--- src/rtl/rle_pkg.sv ---
// Shared types and constants for the RLE output packer.
package rle_pkg;

  localparam int          RLE_W       = 16;
  localparam int          RLE_CNT_BIT = 15;
  localparam logic [15:0] RLE_PAD     = 16'h8000;  // run count 0, discarded by the decoder

  // Packed 32-bit output word: first word of the pair in the low half.
  typedef struct packed {
    logic [RLE_W-1:0] word1;
    logic [RLE_W-1:0] word0;
  } packed_word_t;

  typedef enum logic {
    IDLE  = 1'b0,
    FLUSH = 1'b1
  } state_e;

  function automatic packed_word_t make_pair(input logic [RLE_W-1:0] w0,
                                             input logic [RLE_W-1:0] w1);
    packed_word_t p;
    p.word0 = w0;
    p.word1 = w1;
    return p;
  endfunction

endpackage

--- src/rtl/rle_pack_fifo.sv ---
// First-word-fall-through FIFO for packed RLE words.
// The caller only asserts push when there is room (or a pop happens in the same
// cycle) and only asserts pop when the FIFO is not empty.
module rle_pack_fifo
  import rle_pkg::*;
#(
  parameter int DEPTH = 16,
  parameter int AW    = 4
) (
  input  logic         core_clk,
  input  logic         core_rst_n,
  input  logic         push,
  input  packed_word_t wdata,
  input  logic         pop,
  output packed_word_t rdata,
  output logic         empty,
  output logic         full,
  output logic [AW:0]  level
);

  packed_word_t mem [DEPTH];
  logic [AW-1:0] wr_ptr_q, wr_ptr_d;
  logic [AW-1:0] rd_ptr_q, rd_ptr_d;
  logic [AW:0]   level_q, level_d;

  // Pointer and occupancy next-state; pointers wrap naturally modulo DEPTH.
  always_comb begin
    // NOTE: every signal assigned here gets a default first so no latch is inferred.
    wr_ptr_d = wr_ptr_q;
    rd_ptr_d = rd_ptr_q;
    level_d  = level_q;
    if (push) wr_ptr_d = wr_ptr_q + AW'(1);
    if (pop)  rd_ptr_d = rd_ptr_q + AW'(1);
    case ({push, pop})
      2'b10:   level_d = level_q + (AW+1)'(1);
      2'b01:   level_d = level_q - (AW+1)'(1);
      default: level_d = level_q;
    endcase
  end

  // Pointer and occupancy registers.
  always_ff @(posedge core_clk or negedge core_rst_n) begin
    // NOTE: sequential state uses non-blocking assignments so all flops update together.
    if (!core_rst_n) begin
      wr_ptr_q <= '0;
      rd_ptr_q <= '0;
      level_q  <= '0;
    end else begin
      wr_ptr_q <= wr_ptr_d;
      rd_ptr_q <= rd_ptr_d;
      level_q  <= level_d;
    end
  end

  // Storage array write port.
  always_ff @(posedge core_clk) begin
    // NOTE: the array is not reset; empty/level gate every read, so its contents never escape.
    if (push) mem[wr_ptr_q] <= wdata;
  end

  assign empty = (level_q == '0);
  assign full  = (level_q == (AW+1)'(DEPTH));
  assign level = level_q;
  assign rdata = empty ? '0 : mem[rd_ptr_q];

endmodule

--- src/rtl/rle_pack.sv ---
// Packs the 16-bit RLE stream into 32-bit words (first word low), buffers them in
// a FWFT FIFO, pads a half-pair on flush and flags lost words instead of stalling.
// Optional feature: define RLE_PACK_STATS_EN for the saturating drop_cnt counter.
module rle_pack
  import rle_pkg::*;
#(
  parameter int DEPTH = 16,
  parameter int AW    = 4
) (
  input  logic         core_clk,
  input  logic         core_rst_n,
  input  logic [15:0]  rle_data,
  input  logic         rle_valid,
  input  logic         flush,
  output logic [31:0]  out_data,
  output logic         out_valid,
  input  logic         out_ready,
  output logic [AW:0]  level,
  output logic         overflow,
  output logic         flush_done
`ifdef RLE_PACK_STATS_EN
  ,
  output logic [15:0]  drop_cnt
`endif
);

  logic [15:0]  half_q, half_d;
  logic         half_vld_q, half_vld_d;
  logic         overflow_q, overflow_d;
  logic         flush_done_q, flush_done_d;
  state_e       state_q, state_d;

  logic         push_req, push_en, drop, pop;
  packed_word_t push_word, fifo_rdata;
  logic         fifo_empty, fifo_full;
  logic [AW:0]  fifo_level;

  rle_pack_fifo #(.DEPTH(DEPTH), .AW(AW)) u_fifo (
    .core_clk   (core_clk),
    .core_rst_n (core_rst_n),
    .push       (push_en),
    .wdata      (push_word),
    .pop        (pop),
    .rdata      (fifo_rdata),
    .empty      (fifo_empty),
    .full       (fifo_full),
    .level      (fifo_level)
  );

  assign pop = !fifo_empty && out_ready;

  // Pairing, flush padding, push acceptance and flush FSM next-state.
  always_comb begin
    half_d     = half_q;
    half_vld_d = half_vld_q;
    push_req   = 1'b0;
    push_word  = '0;
    state_d    = state_q;

    // A new word is always taken before any pad decision.
    if (rle_valid) begin
      if (half_vld_q) begin
        push_req   = 1'b1;
        push_word  = make_pair(half_q, rle_data);
        half_vld_d = 1'b0;
      end else if (flush) begin
        push_req  = 1'b1;
        push_word = make_pair(rle_data, RLE_PAD);
      end else begin
        half_d     = rle_data;
        half_vld_d = 1'b1;
      end
    end else if (flush && half_vld_q) begin
      push_req   = 1'b1;
      push_word  = make_pair(half_q, RLE_PAD);
      half_vld_d = 1'b0;
    end

    // A full FIFO still takes a push when the head leaves in the same cycle.
    push_en    = push_req && (!fifo_full || pop);
    drop       = push_req && !push_en;
    overflow_d = overflow_q || drop;

    case (state_q)
      IDLE:    if (flush) state_d = FLUSH;
      FLUSH:   if (!flush && fifo_level == '0 && !half_vld_q) state_d = IDLE;
      default: state_d = IDLE;
    endcase
    flush_done_d = (state_q == FLUSH) && (state_d == IDLE);
  end

  // Packer and FSM registers.
  always_ff @(posedge core_clk or negedge core_rst_n) begin
    if (!core_rst_n) begin
      half_q       <= '0;
      half_vld_q   <= 1'b0;
      overflow_q   <= 1'b0;
      flush_done_q <= 1'b0;
      state_q      <= IDLE;
    end else begin
      half_q       <= half_d;
      half_vld_q   <= half_vld_d;
      overflow_q   <= overflow_d;
      flush_done_q <= flush_done_d;
      state_q      <= state_d;
    end
  end

`ifdef RLE_PACK_STATS_EN
  logic [15:0] drop_cnt_q, drop_cnt_d;

  // Dropped-word count: two words lost per rejected push, saturating.
  always_comb begin
    drop_cnt_d = drop_cnt_q;
    if (drop) drop_cnt_d = (drop_cnt_q >= 16'hFFFE) ? 16'hFFFF : drop_cnt_q + 16'd2;
  end

  // Drop counter register, cleared only by reset.
  always_ff @(posedge core_clk or negedge core_rst_n) begin
    if (!core_rst_n) drop_cnt_q <= '0;
    else             drop_cnt_q <= drop_cnt_d;
  end

  assign drop_cnt = drop_cnt_q;
`endif

  assign out_data   = fifo_rdata;
  assign out_valid  = !fifo_empty;
  assign level      = fifo_level;
  assign overflow   = overflow_q;
  assign flush_done = flush_done_q;

endmodule
--- config.mk ---
export PLATFORM = sky130hd
export DESIGN_NAME = rle_pack
export DESIGN_NICKNAME = d
export VERILOG_FILES = /design/src/rtl/rle_pkg.sv /design/src/rtl/rle_pack_fifo.sv /design/src/rtl/rle_pack.sv
export SDC_FILE = /design/constraint.sdc
export NUM_CORES = 1
export LEC_CHECK = 0
export ABC_AREA = 1
export CORE_MARGIN = 2
export CORE_UTILIZATION = 40
export CTS_BUF_LIST = sky130_fd_sc_hd__clkbuf_16
export CTS_CLUSTER_DIAMETER = 100
export CTS_CLUSTER_SIZE = 40
export DETAILED_ROUTE_END_ITERATION = 7
export PLACE_DENSITY = 0.67
export SLEW_MARGIN = 0
export SYNTH_ARGS = -nofsm -noshare
export SYNTH_HDL_FRONTEND = slang
export SYNTH_SLANG_ARGS = --single-unit
export TNS_END_PERCENT = 50
--- constraint.sdc ---
create_clock -name core_clk -period 5.36 [get_ports core_clk]
set_input_delay 0.536 -clock core_clk [delete_from_list [all_inputs] [get_ports core_clk]]
set_output_delay 0.536 -clock core_clk [all_outputs]
set_load 0.01 [all_outputs]
# Yosys cells after proc, flatten, opt, wreduce, memory -nomap -nowiden
# Memory sizes are Yosys's and may differ from the RTL's.
# Cells that the tools add are included.
word_totals:
  ramBits: 512
  memories: 1
  output_inout_bits: 40
  in_bits: 21
  word_cells: 56
  reg_bits: 33
memory_table:
  columns: ["name", "words", "width", "rd", "rd_ports_with_merged_regs", "wr", "line_no", "source"]
  rows:
  - ["u_fifo.mem", 16, 32, 1, 0, 1, "rle_pack_fifo.sv:21", "packed_word_t mem [DEPTH];"]
classes:
  add_sub_neg: 4
  eq_ne: 3
  muxes: 18
  n_bitwise: 4
  reduce_logical: 18
op_table:
  columns: ["op", "count"]
  rows:
  - ["$mux W32", 5]
  - ["$mux W1", 11]
  - ["$pmux W5 S2", 1]
  - ["$add A4 B1 Y4 const B", 2]
  - ["$logic_and A1 B1 Y1", 7]
  - ["$add A5 B1 Y5 const B", 1]
  - ["$eq A5 B5 Y1 const B", 1]
  - ["$logic_not A1 Y1", 5]
  - ["$logic_not A5 Y1", 1]
  - ["$sub A5 B1 Y5 const B", 1]
  - ["$not A1 Y1", 4]
  - ["$reduce_bool A2 Y1", 2]
  - ["$reduce_and A3 Y1", 1]
  - ["$eq A2 B1 Y1 const B", 1]
  - ["$eq A2 B2 Y1 const B", 1]
  - ["$logic_or A1 B1 Y1", 2]
  - ["$pmux W1 S2", 1]

# Longest topological paths before layout
# Gate-level depths: netlist (run 1).
logic_depth:
  ltp_word: 8
  ltp_mapped: 18
  mapped_depth_nobuf: 17

# Hierarchy
# A second synthesis (run 1) with hierarchy kept.
hier_totals:
  cells_unflattened: 1942
  hier_area_um2: 22560.4
modules_own_cells:
  columns: ["module", "n_inst", "cells_each", "area_per_inst_um2", "seq_area_each_um2"]
  rows:
  - ["rle_pack_fifo", 1, 1786, 21468.1, 15700.1]
  - ["rle_pack", 1, 156, 1092.3, 500.5]

# Worst setup path before layout (run 1)
# No wires, ideal clock.
synth_path:
  path_kind: "input port to flip-flop"
  start: "input port rle_valid"
  end: "memory u_fifo.mem[10][0] (netlist name) (enable)"
  setup_ns: 0.461
  cell_stages: 7
  arrival_ns: 3.361
  path_buffers: 1
  path_slack_ns: 1.538
  t_required_ns: 4.899
  cell_sequence: "inv_2 > nand2_1 > inv_1 > nor2_2 > nand2_2 > buf_2 > nor3_1"
synth_via:
  elab_chain_len: 4
synth_rtl:
  columns: ["item", "line_no", "source"]
  rows:
  - ["start: declaration", "rle_pack.sv:13", "input logic rle_valid,"]
  - ["$mux W1", "rle_pack.sv:61", "if (rle_valid) begin"]
  - ["$logic_and A1 B1 Y1", "rle_pack.sv:80", "push_en = push_req && (!fifo_full || pop);"]
  - ["$mux W1", "rle_pack_fifo.sv:58", "if (push) mem[wr_ptr_q] <= wdata;"]
  - ["$mux W1 (not written as such)", "rle_pack_fifo.sv:58", null]
  - ["end: declaration", "rle_pack_fifo.sv:21", null]
# Every way passes these cells.

# Final worst setup path (run 1)
layout_path:
  start: "register u_fifo.rd_ptr_q[0]"
  end: "output port out_data[0]"
layout_via:
  elab_chain_len: 2
layout_rtl:
  columns: ["item", "line_no", "source"]
  rows:
  - ["start: declaration", "rle_pack_fifo.sv:23", "logic [AW-1:0] rd_ptr_q, rd_ptr_d;"]
  - ["start signal: assignment", "rle_pack_fifo.sv:50", "rd_ptr_q <= rd_ptr_d;"]
  - ["$mem_v2 Z16 W32", null, null]
  - ["$mux W32", "rle_pack_fifo.sv:64", "assign rdata = empty ? '0 : mem[rd_ptr_q];"]
  - ["end: declaration", "rle_pack.sv:15", "output logic [31:0] out_data,"]
# Every way passes these cells.

==> flow_summary.yaml, run 1 <==
pwr:
  peakVddDrop_mv: 0.373
  power_density_mw_per_mm2: 492
  p_leak_nw: 9.26
job:
  drv_cap: 0
layout:
  drive_gt1_frac: 0.0547
  final_cell_mix: "730 x nand2_1, 512 x edfxtp_1, 185 x nand3_1, 161 x a21oi_1, 77 x inv_1"
  final_nets: 2028
  area_growth_pct: 9.72
  layout_commonest_cell: "nand2_1"
setup_path:
  crit_slowest_cell: "dfrtp_4"
  cp.required_ns: 4.82
  reg2reg_slack_ns: 2.19
  crit_type: "flop to output pin"
  cp-end-kind: "output pin"
  slowest_delay_ns: 1.04
  r2r.worst_path.cells: 7
  worstReg2RegEnd: "u_fifo.mem[7][11]"
  r2r-start: "half_vld_q"
  arrival_ns: 4.02
  crit_chain: "buf_12 > nand2_1 > nand3_1 > nand3_1 > nand3_1 > nand2_1 > nor2_1 > clkdlybuf4s50_1"
  critical_path_buf_inv_count: 2
  path_max_fanout: 168
  crit_top_cell: "nand3_1"
  setup.worst_path.start_class: "flop"
  critPathTopFamily: "buffers and inverters"
grt:
  grt_pass1_vias: 14100
  grt_pass1_wl_um: 85300
  grt_max_degree: 169
  track_usage: 0.196
  antenna_found_initial: 1
  grt_overflow_total: 0
synthesis:
  synth_cells: 1972
  async_flop_share: 0.0606
  synth_flop_cell: "edfxtp_1"
  syn_nets: 2001
  synth_edf_count: 512
  ys_ff_latch: 545
  yosysSeqAreaShare: 0.722
  ys_warn_count: 0
  synth_area_sq_mm: 0.0224
  synth.distinct_cells: 31
  avgSynthCellArea_sq_um: 11.4
placed_design:
  preCtsSetupSlack_ns: 1.52
  port_buffers: 60
  dp_hpwl_um: 31200
  gp_congestion: 0.798
run_status:
  status: "complete, no violations"
sta:
  final_hold_viol_count: 0
  period_needed_ns: 4.56
  rsz0062_at_grt: "false"
  relSlewSlack: 0.201
  worst_slack_ns: 0.804
  worst_clock_skew_ns: 0.0381
  drv_slew: 0
  timing.fmax_mhz: 219
  period_share: 0.850
  tightestPinTransition_ns: 1.19
  setup_tns_ns: 0
  whs_ns: 0.0537
  setup_viol: 0
floorplanning:
  die_h_um: 241
  start_util: 0.405
  die_area_sq_mm: 0.0580
  die_w_um: 241
  core_area_sq_mm: 0.0553
  num_rows: 86
  pin_count: 61
clock_tree:
  clk_latency_ns: 0.58
  clock_sinks: 545
  cts_tree: "yes"
  clkTransAtPathRegs_ns: 0.14
  numCtsBuffers: 18
  postCtsSetupBuffers: 0
  ctsHoldBuffers: 0
  cts_max_path_buffers: 3
  cts_root_buf: "clkbuf_16"
  cts-resized-gates: 0
  htree_levels: 1
detailed_routing:
  avgRoutedWirePerCell_um: 20.7
  drt-initial-drc-count: 1750
  num_vias: 14800
  first_pass_iters: 8
  routed_via_density: 5.36
  drc: 0
  drt-total-wl_um: 57000
  ant_nets: 0
min_path:
  min_path_type: "input port to async pin"
-- registers in the layout, indices dropped and copies added, names as in the netlist --
| name | cells |
|---|---|
| u_fifo.wr_ptr_q | 4 |
| flush_done | 1 |
| u_fifo.level | 5 |
| state_q | 1 |
| half_vld_q | 1 |
| u_fifo.mem | 512 |
| half_q | 16 |
| u_fifo.rd_ptr_q | 4 |
| overflow | 1 |
-- cells in the mapped netlist, types with 3 or more instances --
cell	number	area (sq um)
nor2_1	58	218
dfrtp_1	33	826
o21ai_0	53	265
inv_2	4	15.0
xnor2_1	3	26.3
buf_4	18	135
buf_2	55	275
nand2_1	730	2740
a21oi_1	161	806
ha_1	8	100
nor3_1	12	60.1
edfxtp_1	512	15400
o31ai_1	16	120
nand3_1	185	926
buf_1	7	26.3
inv_1	70	263
clkbuf_1	28	105
xor2_1	6	52.6
-- report_power, final --
group | internal, mW | switching [mW] | total [mW]
Clock | 0.741 | 1.25 | 1.99
Combinational | 1.61 | 3.15 | 4.76
Sequential | 5.06 | 0.295 | 5.35
Total | 7.41 | 4.69 | 12.1
-- cell families after synthesis --
kind of cell               after synthesis  synth area share
AOI/OAI and AO/OA                      234            0.0543
adders and majority gates                8           0.00446
DFF                                    545             0.722
xor gates and xnor gates                 9           0.00352
and+or+nand+nor                        991             0.178
buffers and inverters                  185            0.0375
-- through the flow --
stage          utilization  power [mW]  instances  area (sq um)
2_1_floorplan            -        8.32       1972         22400
3_5_place_dp         0.434        10.2       2727         24000
4_1_cts              0.445        12.1       2759         24600
6_report             0.445        12.1       2760         24600
5_1_grt              0.445        12.8       2759         24600
3_3_place_gp         0.434        10.2       2727         24000
-- worst max path at each step --
stage,cells after the start,end,start
5_1_grt,8,out_data[0],u_fifo.rd_ptr_q[0]
3_5_place_dp,8,out_data[0],u_fifo.rd_ptr_q[0]
6_report,8,out_data[0],u_fifo.rd_ptr_q[0]
2_1_floorplan,7,u_fifo.mem[10][0],rle_valid
4_1_cts,8,out_data[0],u_fifo.rd_ptr_q[0]
3_3_place_gp,8,out_data[0],u_fifo.rd_ptr_q[0]
-- per-layer routing --
| metal | wire, um | global-route usage | vias up |
|---|---|---|---|
| li1 | - | - | 6796 |
| met1 | 23800 | 0.272 | 7234 |
| met2 | 26600 | 0.318 | 650 |
| met3 | 4840 | 0.0321 | 111 |
| met4 | 1800 | 0.0632 | 0 |
| met5 | 0 | 0 | - |
-- cell type report --
cell class                      instances  area, sq um
Clock buffer                           21          526
Tap cell                              748          936
Multi-Input combinational cell       1242         5480
Inverter                               76          290
Timing Repair Buffer                  116         1080
Sequential cell                       545        16200
Clock inverter                         11         87.6
Antenna cell                            1         2.50
Fill cell                            5079        30700
(Power assumes the default switching activity.)
==> run 2, diff against run 1 <==
==> constraint.sdc (replaced) <==
create_clock -name core_clk -period 5.36 [get_ports core_clk]
set_input_delay 0.536 -clock core_clk [delete_from_list [all_inputs] [get_ports core_clk]]
set_output_delay 0.536 -clock core_clk [all_outputs]
set_load 0.1 [all_outputs]
==> run 2 against run 1 <==
Clock power fell by 10%; sequential share of layout area rose by 0.84 points; highest routed layer unchanged; clock-buffer cell count fell by 4; critical endpoint is now out_data[10]; combinational power rose by 40%; sequential power barely moved; largest cell class unchanged; core utilization fell by 0.56 points; sequential cell count did not move.
==> flow_summary.yaml, run 2 (synthesis results as in run 1) <==
floorplanning:
  die_w_um: 241
  die_h_um: 241
  num_rows: 86
  start_util: 0.405
  pin_count: 61
  core_area_sq_mm: 0.0553
  die_area_sq_mm: 0.0580
setup_path:
  crit_top_cell: "nand2_1"
  slowest_delay_ns: 0.83
  critPathTopFamily: "buffers and inverters"
  arrival_ns: 3.75
  setup.worst_path.start_class: "flop"
  path_max_fanout: 126
  cp.required_ns: 4.82
  cp-end-kind: "output pin"
  critical_path_buf_inv_count: 3
  crit_slowest_cell: "inv_6"
  crit_type: "flop to output pin"
  crit_chain: "inv_6 > buf_4 > nand2_1 > nand2_1 > a21oi_1 > nand3_1 > nand2_1 > nor2_1 > buf_4"
clock_tree:
  postCtsSetupBuffers: 0
  ctsHoldBuffers: 0
  clock_sinks: 545
  cts-resized-gates: 0
  clkTransAtPathRegs_ns: 0.13
  cts_tree: "yes"
  htree_levels: 1
  clk_latency_ns: 0.56
  numCtsBuffers: 17
  cts_root_buf: "clkbuf_16"
  cts_max_path_buffers: 3
grt:
  track_usage: 0.192
  grt_max_degree: 127
  grt_overflow_total: 0
  grt_pass1_vias: 13900
  antenna_found_initial: 0
  grt_pass1_wl_um: 84000
sta:
  relSlewSlack: 0.164
  worst_clock_skew_ns: 0.0255
  period_needed_ns: 4.29
  final_hold_viol_count: 0
  tightestPinTransition_ns: 1.25
  whs_ns: 0.0353
  worst_slack_ns: 1.07
  timing.fmax_mhz: 233
  setup_tns_ns: 0
  drv_slew: 0
  rsz0062_at_grt: "false"
  period_share: 0.800
  setup_viol: 0
placed_design:
  placedInstanceArea_sq_mm: 0.0238
  port_buffers: 60
  preCtsSetupSlack_ns: 1.62
  gp_congestion: 0.796
  dp_hpwl_um: 30500
pwr:
  p_leak_nw: 9.18
  peakVddDrop_mv: 0.631
  power_density_mw_per_mm2: 569
detailed_routing:
  avgRoutedWirePerCell_um: 20.4
  first_pass_iters: 6
  num_vias: 14500
  drt-total-wl_um: 56000
  drt-initial-drc-count: 1744
  ant_nets: 0
  routed_via_density: 5.29
  drc: 0
layout:
  area_growth_pct: 8.34
  final_nets: 2019
  finalInstanceArea_sq_mm: 0.0243
  fin_util: 0.439
  final_cell_mix: "730 x nand2_1, 512 x edfxtp_1, 185 x nand3_1, 161 x a21oi_1"
  antenna_cells: 0
  largest-register: "u_fifo.mem"
  drive_gt1_frac: 0.0645
  layout_commonest_cell: "nand2_1"
  largest_reg_flops: 512
min_path:
  min_path_type: "input port to async pin"
job:
  drv_cap: 0
run_status:
  status: "complete, no violations"
-- run 2: through the flow --
step           instances  power [mW]
2_1_floorplan       1972        10.4
3_3_place_gp        2719        12.1
3_5_place_dp        2719        12.1
4_1_cts             2748        13.9
5_1_grt             2748        14.5
6_report            2748        13.8
-- run 2: worst paths after layout --
path | startpoint | to | slack (ns) | depth (start not counted)
min in group core_clk | half_q[9] | half_q[9] | 0.51 | 2
min | core_rst_n | u_fifo.level[4] | 0.04 | 1
max reg2reg | half_vld_q | u_fifo.level[4] | 2.35 | 17
max in group asynchronous | core_rst_n | u_fifo.rd_ptr_q[0] | 4.73 | 1
max | u_fifo.rd_ptr_q[0] | out_data[10] | 1.07 | 9
min reg2reg | half_q[9] | half_q[9] | 0.51 | 2
-- run 2: report_power, final --
part	total (mW)	internal (mW)	switching [mW]	leakage, nW
registers	5.37	5.06	0.315	5.10
logic	6.66	1.47	5.19	3.81
clock network	1.79	0.600	1.19	0.270
total	13.8	7.13	6.70	9.18
-- run 2: cell type report --
class	instances	area (sq um)
multi-input combinational	1242	5480
tap	748	936
clock inverter	12	57.6
fill	5116	31000
inverter	76	290
clock buffer	17	425
sequential	545	16200
timing repair buffer	108	901
-- run 2: worst register-to-register path: stages (launching register included) --
cell and delay (ns):
dfrtp_1 0.82, nand2_1 0.12, nand2_1 0.08, inv_1 0.07, nor2_2 0.19, nand2_2 0.32, ha_1 0.40, inv_1 0.15
nand2_1 0.07, nand2_1 0.09, ha_1 0.14, inv_1 0.04, nand2_1 0.09, nand3_1 0.11, nand2_1 0.07, nand2_1 0.05
nand3_1 0.06, nand2_1 0.05
-- run 2: routing by layer --
metal / part of all wire / up-vias / GRT usage
met5: 0 / - / 0
met3: 0.079 / 99 / 0.0301
li1: - / 6771 / -
met2: 0.47 / 629 / 0.310
met4: 0.031 / 0 / 0.0599
met1: 0.42 / 7027 / 0.269
==> run 3, diff against run 2 <==
clock period = 4.01 ns   (was 5.36 ns; I/O delays follow)
==> run 3 against run 2 <==
Clock power is 44% higher; worst hold slack improved by 0.42 ns; power increased by 43%; core utilization is 1.3 points higher; final cell count is 1.1% higher; combinational power up 55%; sequential cell count unchanged; register-to-register slack lost 1.4 ns; clock skew is 0.016 ns higher; non-clock buffer count increased by 26; via count up 0.96%; critical endpoint is now out_data[5].
==> flow_summary.yaml, run 3 (synthesis results as in run 1) <==
run_status:
  status: "complete, no violations"
floorplanning:
  pin_count: 61
  die_h_um: 241
  start_util: 0.405
  die_w_um: 241
  core_area_sq_mm: 0.0553
  num_rows: 86
  die_area_sq_mm: 0.0580
detailed_routing:
  avgRoutedWirePerCell_um: 19.8
  first_pass_iters: 6
  num_vias: 14700
  ant_nets: 0
  drt-total-wl_um: 55100
  drc: 0
  routed_via_density: 5.28
  drt-initial-drc-count: 1729
grt:
  grt_max_degree: 172
  grt_overflow_total: 0
  track_usage: 0.189
  antenna_found_initial: 1
  grt_pass1_vias: 14100
  grt_pass1_wl_um: 83800
layout:
  fin_cells: 2778
  drive_gt1_frac: 0.0769
  layout_commonest_cell: "nand2_1"
  final_cell_mix: "730 x nand2_1, 512 x edfxtp_1, 185 x nand3_1, 161 x a21oi_1, 79 x inv_1"
  largest-register: "u_fifo.mem"
  area_growth_pct: 11.6
  final_nets: 2046
  largest_reg_flops: 512
clock_tree:
  cts_tree: "yes"
  htree_levels: 1
  numCtsBuffers: 18
  postCtsSetupBuffers: 0
  cts_root_buf: "clkbuf_16"
  clk_latency_ns: 0.57
  clkTransAtPathRegs_ns: 0.14
  clock_sinks: 545
  cts_max_path_buffers: 3
sta:
  tightestPinTransition_ns: 1.09
  drv_slew: 0
  period_needed_ns: 3.40
  whs_ns: 0.451
  period_share: 0.849
  relSlewSlack: 0.267
  worst_slack_ns: 0.606
  timing.fmax_mhz: 294
  rsz0062_at_grt: "false"
  worst_clock_skew_ns: 0.0417
  setup_viol: 0
  final_hold_viol_count: 0
min_path:
  min_path_type: "input port to async pin"
setup_path:
  crit_type: "flop to output pin"
  path_max_fanout: 46
  setup.worst_path.start_class: "flop"
  cp-end-kind: "output pin"
  arrival_ns: 3.00
  cp.required_ns: 3.61
placed_design:
  placedCellCount: 2744
  port_buffers: 60
  gp_congestion: 0.826
  dp_hpwl_um: 31800
  preCtsSetupSlack_ns: 0.770
pwr:
  peakVddDrop_mv: 0.739
  power_density_mw_per_mm2: 792
  p_leak_nw: 9.52
job:
  drv_cap: 0
[run 3: cell types whose count changed in the layout (fill, tap and decap cells not counted)]
| cell | delta |
|---|---|
| o31ai_1 | +1 |
| buf_12 | +36 |
| diode_2 | +1 |
| clkinv_8 | +1 |
| inv_1 | +1 |
| dlygate4sd3_1 | +1 |
| inv_2 | -1 |
| buf_4 | -11 |
| o31ai_2 | -1 |
| clkinv_1 | -1 |
| clkinv_16 | +1 |
| clkbuf_16 | +2 |
[run 3: routing by layer]
metal	track usage	wire length [um]	up-vias
met5	0	0	-
met4	0.0608	1600	0
met3	0.0268	4370	85
met2	0.301	25500	622
met1	0.270	23500	7135
li1	-	-	6823
[run 3: final timing paths]
kind | start | to | slack [ns] | cells after the start
worst max-delay path | u_fifo.rd_ptr_q[2] | out_data[5] | 0.61 | 8
worst min-delay path | core_rst_n | u_fifo.level[2] | 0.45 | 2
worst max register to register | half_vld_q | u_fifo.level[4] | 0.96 | 15
worst min register to register | overflow | overflow | 0.49 | 1
max in group asynchronous | core_rst_n | u_fifo.rd_ptr_q[0] | 2.96 | 2
min in group core_clk | overflow | overflow | 0.49 | 1
[run 3: report_power, final]
group          leakage (nW)  internal [mW]  switching (mW)  total [mW]
combinational          4.11           2.97            7.30        10.3
sequential             5.10           6.76           0.239        7.00
clock                 0.313          0.908            1.66        2.57
[run 3: area by class of cell]
cell class / count / area [sq um]
Antenna cell: 1 / 2.50
Clock buffer: 19 / 475
Clock inverter: 13 / 100
Fill cell: 4974 / 30300
Inverter: 76 / 290
Multi-Input combinational cell: 1242 / 5470
Sequential cell: 545 / 16200
Tap cell: 748 / 936
Timing Repair Buffer: 134 / 1550
[run 3: repair_timing]
| item | CTS | global route |
|---|---|---|
| hold buffers | 1 | 0 |
| endpoints found under the hold margin | 33 | 0 |
| gates resized for setup | 0 | 0 |
[run 3: critical path, cell delays in order, from the launching register on]
cell,delay (ns)
dfrtp_2,0.69
inv_2,0.11
nor2_4,0.10
buf_4,0.59
a21oi_1,0.16
nand3_1,0.12
nand2_1,0.05
nor2_1,0.37
buf_12,0.23
[run 3: stage by stage]
stage	power (mW)	area, sq um	TNS [ns]	utilization
floorplan	13.9	22400	-98.34	-
detailed placement	17.4	24400	0	0.442
global placement	17.3	24400	0	0.442
CTS	19.9	25000	0	0.453
finish	19.8	25000	0	0.453
global route	20.8	25000	0	0.453
